`config.mk`:
```
export PLATFORM = sky130hd
export DESIGN_NAME = encoder_multi
export DESIGN_NICKNAME = d
export VERILOG_FILES = /design/src/rtl/encoder_pkg.sv /design/src/rtl/encoder_div_channel.sv /design/src/rtl/encoder_multi.sv
export SDC_FILE = /design/constraint.sdc
export NUM_CORES = 1
export LEC_CHECK = 0
export ABC_AREA = 1
export CAP_MARGIN = 20
export CORE_MARGIN = 5
export CORE_UTILIZATION = 40
export DETAILED_ROUTE_END_ITERATION = 7
export MAX_ROUTING_LAYER = met4
export PLACE_DENSITY = 0.63
export SETUP_SLACK_MARGIN = 0.02
export SLEW_MARGIN = 5
export SYNTH_ARGS = -nofsm -noshare
export SYNTH_HDL_FRONTEND = slang
export SYNTH_HIERARCHICAL = 1
export SYNTH_SLANG_ARGS = --single-unit
export TNS_END_PERCENT = 10
```
`constraint.sdc`:
```
create_clock -name sys_clk -period 4.1 [get_ports sys_clk]
set_clock_uncertainty 0.05 [all_clocks]
set_input_delay 1.23 -clock sys_clk [delete_from_list [all_inputs] [get_ports sys_clk]]
set_output_delay 1.23 -clock sys_clk [all_outputs]
set_load 0.01 [all_outputs]
```
`src/rtl/encoder_pkg.sv`:
```
// rtl/encoder_pkg.sv - shared defaults and channel slice helper for the encoder divider
package encoder_pkg;
  localparam int DEFAULT_NUM_CH = 5;
  localparam int DEFAULT_CNT_W  = 32;
  localparam logic [DEFAULT_NUM_CH-1:0] DEFAULT_IDLE_LEVEL = 5'b11110;

  // Base bit of channel ch inside a packed per-channel vector of w-bit fields.
  function automatic int ch_lsb(input int ch, input int w);
    return ch * w;
  endfunction
endpackage

```
`src/rtl/encoder_div_channel.sv`:
```
// rtl/encoder_div_channel.sv - one divided trigger channel with restart on divider change
module encoder_div_channel
  import encoder_pkg::*;
#(
  parameter int   CNT_W = DEFAULT_CNT_W,
  parameter logic IDLE  = 1'b0
) (
  input  logic             clk,
  input  logic             rst,
  input  logic             tick,
  input  logic [CNT_W-1:0] divider,
  output logic             out_signal,
  output logic             out_rise,
  output logic             out_fall
);

  logic [CNT_W-1:0] cnt;
  logic [CNT_W-1:0] shd;
  logic [CNT_W-1:0] half;
  logic             active;

  assign half   = divider >> 1;
  assign active = (half != '0);

  always_ff @(posedge clk or posedge rst) begin
    if (rst) begin
      cnt        <= '0;
      shd        <= '0;
      out_signal <= IDLE;
      out_rise   <= 1'b0;
      out_fall   <= 1'b0;
    end else begin
      out_rise <= 1'b0;
      out_fall <= 1'b0;
      // A new ratio restarts the phase; a coincident tick is deliberately dropped.
      if (divider != shd) begin
        shd        <= divider;
        cnt        <= '0;
        out_signal <= IDLE;
      end else if (!active) begin
        cnt        <= '0;
        out_signal <= IDLE;
      end else if (tick) begin
        if (cnt == half - CNT_W'(1)) begin
          cnt        <= '0;
          out_signal <= ~out_signal;
          out_rise   <= ~out_signal;
          out_fall   <= out_signal;
        end else begin
          cnt <= cnt + CNT_W'(1);
        end
      end
    end
  end

endmodule

```
`src/rtl/encoder_multi.sv`:
```
// rtl/encoder_multi.sv - encoder input synchroniser, tick qualification, position count and channel array
module encoder_multi
  import encoder_pkg::*;
#(
  parameter int                NUM_CH      = DEFAULT_NUM_CH,
  parameter int                CNT_W       = DEFAULT_CNT_W,
  parameter int                SYNC_STAGES = 2,
  parameter logic [NUM_CH-1:0] IDLE_LEVEL  = DEFAULT_IDLE_LEVEL
) (
  input  logic                    sys_clk,
  input  logic                    rst,
  input  logic                    in_signal,
  input  logic                    enable,
  input  logic                    edge_mode,
  input  logic [NUM_CH*CNT_W-1:0] divider,
  output logic [NUM_CH-1:0]       out_signal,
  output logic [NUM_CH-1:0]       out_rise,
  output logic [NUM_CH-1:0]       out_fall,
  output logic [CNT_W-1:0]        pulse_count
);

  logic [SYNC_STAGES-1:0] sync;
  logic                   hist;
  logic                   synced;
  logic                   tick;

  assign synced = sync[SYNC_STAGES-1];

  // The synchroniser keeps running while disabled so edges seen during the gate are not replayed.
  always_comb begin
    tick = 1'b0;
    if (enable) begin
      tick = edge_mode ? (synced ^ hist) : (synced & ~hist);
    end
  end

  always_ff @(posedge sys_clk or posedge rst) begin
    if (rst) begin
      sync        <= '0;
      hist        <= 1'b0;
      pulse_count <= '0;
    end else begin
      sync <= {sync[SYNC_STAGES-2:0], in_signal};
      hist <= synced;
      if (tick) begin
        pulse_count <= pulse_count + CNT_W'(1);
      end
    end
  end

  for (genvar i = 0; i < NUM_CH; i++) begin : g_ch
    encoder_div_channel #(
      .CNT_W (CNT_W),
      .IDLE  (IDLE_LEVEL[i])
    ) u_ch (
      .clk        (sys_clk),
      .rst        (rst),
      .tick       (tick),
      .divider    (divider[ch_lsb(i, CNT_W) +: CNT_W]),
      .out_signal (out_signal[i]),
      .out_rise   (out_rise[i]),
      .out_fall   (out_fall[i])
    );
  end

endmodule

```
==> run summary <==
The setup TNS came out at 0 ps. The share of flip-flops with an asynchronous set or reset came out at 1.00. The first global-routing pass estimated ~130,000 um of wire. The overall fraction of global-route tracks in use came out at 0.213. TritonCTS built the clock tree. The via count of the first global-routing pass is between 20,000 and 25,000.

TritonCTS created between 40 and 50 clock buffers. The floorplan step set the die height to roughly 270 um. The final design utilization came out at 0.468.

STA classifies the critical path startpoint as a primary input. The root buffer selected by CTS is clkbuf_16. The endpoint identified for the worst register-to-register timing path is g_ch[4].u_ch/cnt[30]$_DFFE_PP0P_. The share of total power dissipated in combinational logic is 0.131. The floorplan die area is around 75,000 um2. The worst hold path terminates at sync[1]$_DFF_PP0_. The clock tree synthesis step divided the H-tree into 2 levels. Summed over all nets, the switching power comes to approximately 0.0024 W. The via count normalized by instance count came out at ~4.8. The initial core utilization came out at 0.404. Summed over all instances, the cell type with the most area after synthesis is dfrtp_1. The fraction of layout instances using a drive strength above 1 came out at 0.0968.

The largest fanout on the critical path is 26. In this run the cell area of the synthesized design comes to 27,800 um2. The post-route standard cell area excluding fillers came out at 32,200 um2.

By area the synthesized netlist is led by dfrtp_1, nand2_1, nor2_1. The Yosys warning count came out at 6. After synthesis, the netlist uses 51 different library cells. In this run, post-CTS hold repair placed 0 buffers. The clock-pin slew on the worst setup and hold paths is 60 ps. The count of clock tree sinks came out at 370. The number of setup violations in the final report came out at 0.

The area share of the leading cell type in the synthesized netlist is 0.329. The signal on the critical path passes through clkdlybuf4s50_1 -> inv_1 -> ha_1 -> nand2_2 -> nor2_4 -> nand3_1 -> nand2_1 -> nand2_1 -> a21oi_2 -> nand2_1 -> nor2_1 -> nand3_1 -> nand2_2 -> nand2_4 -> inv_6 -> nor2_1. The routability-driven placement congestion ratio came out at slightly below 1. The initial antenna violation count came out at 2.

Entering global routing, the biggest net connects between 60 and 70 pins. The maximum vdd drop is 0.335 mV. Subtracting the final worst setup slack from the clock period gives approximately 3500 ps. The chip width is around 270 um. The internal power contribution is ~0.007 W. Across all register-to-register paths, the minimum setup slack is 1560 ps.

Dividing the synthesized area by the synthesized cell count gives roughly 6.7 um2. The final net count came out at around 4,400. The growth of design area from synthesis to finish came out at 15.7%. The fraction of power spent switching nets is 0.262.

The fmax came out at approximately 290 MHz. The beginning of the worst register-to-register path is sync[1]$_DFF_PP0_. The run finished with clean final reports. In this run, the number of DRC markers left after iteration 0 of detailed routing was ~1,700.

The largest individual stage delay along the critical path comes from the cell clkdlybuf4s50_1. Counting instances, the worst hold path has a depth of 0. Among all flip-flop cells after synthesis, the most frequent one is dfrtp_1. The average wire per cell in the routed design came out at between 15 and 20 um. The static leakage came out at ~15 nW. Measured against its own limit, the worst slew margin works out to 0.582. The worst endpoint required time came out at between 4000 and 5000 ps. The sequential group share of total power came out at 0.415. The worst setup path is of the in -> reg kind. The HPWL after detailed placement is approximately 62,000 um. Prior to clock tree synthesis, the placed netlist has a worst setup slack of about 40 ps. The cell count after synthesis came out at just over 4,000. The sum of routed wire length over all layers is around 79,000 um. The number of standard-cell rows in the floorplan is 96. Of the synthesized area, sequential elements account for 0.333. The completed layout was analyzed and its total power is roughly 0.009 W. The standard cell area after detailed placement came out at 30,600 um2.

The cell depth of the worst flop-to-flop path came out at 14. The minimum setup slack in the final design came out at roughly 630 ps. The clock network latency to the later pin of the worst-skew pair is between 500 and 600 ps.

The number of buffer cells added on primary ports is roughly 210. The signal arrival time at the worst endpoint is about 3900 ps. The startpoint of the lowest-slack hold path is sync[0]$_DFF_PP0_. The synthesized netlist net count is 4,329. The core outline area came out at 68,800 um2. In the routed design, unresolved DRC markers number 0. The total number of vias is 24,900. The post-detailed-route count of antenna-violating nets is 0. Yosys mapped a number of flops with a built-in enable equal to 0. Setup repair after global routing left no endpoint under its margin. Before antenna repair, the detailed router went through 8 iterations. Max-cap violations in this run came to 0.

Of the total power, the clock network draws 0.454. The post-CTS setup buffer count came out at 0. The path type of the worst min-delay path is reg -> reg.

The aggregate global routing overflow is 0. The cell with the most instances on the worst path is nand2_1. The boundary pin count is 212. The power per cell area is about 290 nW/um2. The final count of pins violating max slew came to 0.

At the pin with the least slew margin, the transition time is roughly 620 ps. The delay of the slowest cell on the worst path is around 500 ps. The number of buffers on the longest clock path is 3.

The hold violation total from the final report is 0. The number of storage elements in the synthesis netlist came out at 370. The post-cts repair resize count is 0.

The worst setup path is captured at a flop. Dividing the final minimum period by the clock period gives 0.847.
-- synthesized netlist by cell type (all sizes together) (16+ instances only) --
| cell | instances |
|---|---|
| dfrtp | 366 |
| nand3b | 52 |
| nor3 | 46 |
| o21bai | 26 |
| buf | 38 |
| a21oi | 16 |
| inv | 516 |
| xnor2 | 151 |
| clkbuf | 169 |
| nand2 | 1284 |
| nand3 | 239 |
| nand4 | 91 |
| o21ai | 79 |
| nor2 | 805 |
| xor2 | 217 |
-- logic make-up after synthesis --
logic type	share of synthesized area
buffers and inverters	0.109
adders and majority gates	0.00540
xor gates and xnor gates	0.116
DFF	0.333
AOI/OAI and AO/OA	0.0269
and+or+nand+nor	0.410
-- how the worst max path moves through the flow --
| stage | start | end | slack [ps] | depth (start not counted) |
|---|---|---|---|---|
| floorplan | divider[1] | g_ch[0].u_ch/cnt[10]$_DFFE_PP0P_ | 1030 | 18 |
| global placement | divider[97] | g_ch[3].u_ch/cnt[25]$_DFFE_PP0P_ | 60 | 16 |
| detailed placement | divider[98] | g_ch[3].u_ch/cnt[19]$_DFFE_PP0P_ | 40 | 16 |
| CTS | divider[98] | g_ch[3].u_ch/cnt[29]$_DFFE_PP0P_ | 670 | 16 |
| global route | divider[129] | g_ch[4].u_ch/cnt[11]$_DFFE_PP0P_ | 400 | 16 |
| finish | divider[98] | g_ch[3].u_ch/cnt[29]$_DFFE_PP0P_ | 630 | 16 |
-- cell type report --
class	instances	area, um2
sequential	370	9260
fill	7028	36600
inverter	519	1980
tap	931	1160
clock buffer	71	1450
antenna	2	5.00
timing repair buffer	277	2680
multi-input combinational	3056	15500
clock inverter	13	131
-- stage by stage --
stage,hold slack [ps],cells
final,301,5239
after global routing,304,5239
after CTS,303,5237
after detailed placement,290,5153
after global placement,286,5153
after floorplan,281,4152
-- cell usage in the layout, fill, tap and decap left out, types with 14 or more instances in the layout --
cell / synthesis / routed
nand2_2: 35 / 35
a21oi_1: 14 / 14
nand2_4: 16 / 16
nor2_1: 647 / 647
xor2_1: 217 / 217
inv_2: 21 / 26
nand4_1: 84 / 84
clkbuf_8: 0 / 14
nor3_1: 42 / 42
nand2_1: 1233 / 1233
nand3_1: 230 / 230
o21ai_0: 62 / 62
clkdlybuf4s50_1: 0 / 211
o21bai_1: 26 / 26
xnor2_1: 151 / 151
clkbuf_16: 0 / 49
nand3b_1: 52 / 52
dfrtp_1: 366 / 366
o21ai_1: 15 / 15
nor2_4: 30 / 30
nor2_2: 122 / 122
buf_4: 8 / 60
inv_1: 490 / 485
-- state kept, by name, indices dropped and copies added, names as in the netlist --
name,cells
pulse_count,32
hist,1
g_ch.u_ch/out_signal,5
sync,2
g_ch.u_ch/shd,160
g_ch.u_ch/cnt,160
g_ch.u_ch/out_fall,5
g_ch.u_ch/out_rise,5
-- power by group through the flow --
stage | combinational (W) | clock (W) | sequential, W
2_1_floorplan | 0.000708 | 0 | 0.00390
5_1_grt | 0.00136 | 0.00448 | 0.00385
6_report | 0.00122 | 0.00419 | 0.00384
3_5_place_dp | 0.00122 | 0 | 0.00390
3_3_place_gp | 0.00121 | 0 | 0.00390
4_1_cts | 0.00123 | 0.00434 | 0.00384
-- worst max-delay path: cells and delay by family --
family          cells  cell delay [ps]
simple gates       11             1380
buf+inv             3              820
fa+ha+maj           1              280
compound gates      1              150
-- per-layer routing --
layer  vias up  part of all wire  track usage
li1      12900                 -            -
met2       538              0.44        0.326
met5         -                 0            -
met4         0             0.023       0.0515
met1     11400              0.49        0.300
met3       116             0.051       0.0293
Power figures use the tool's default switching activity.
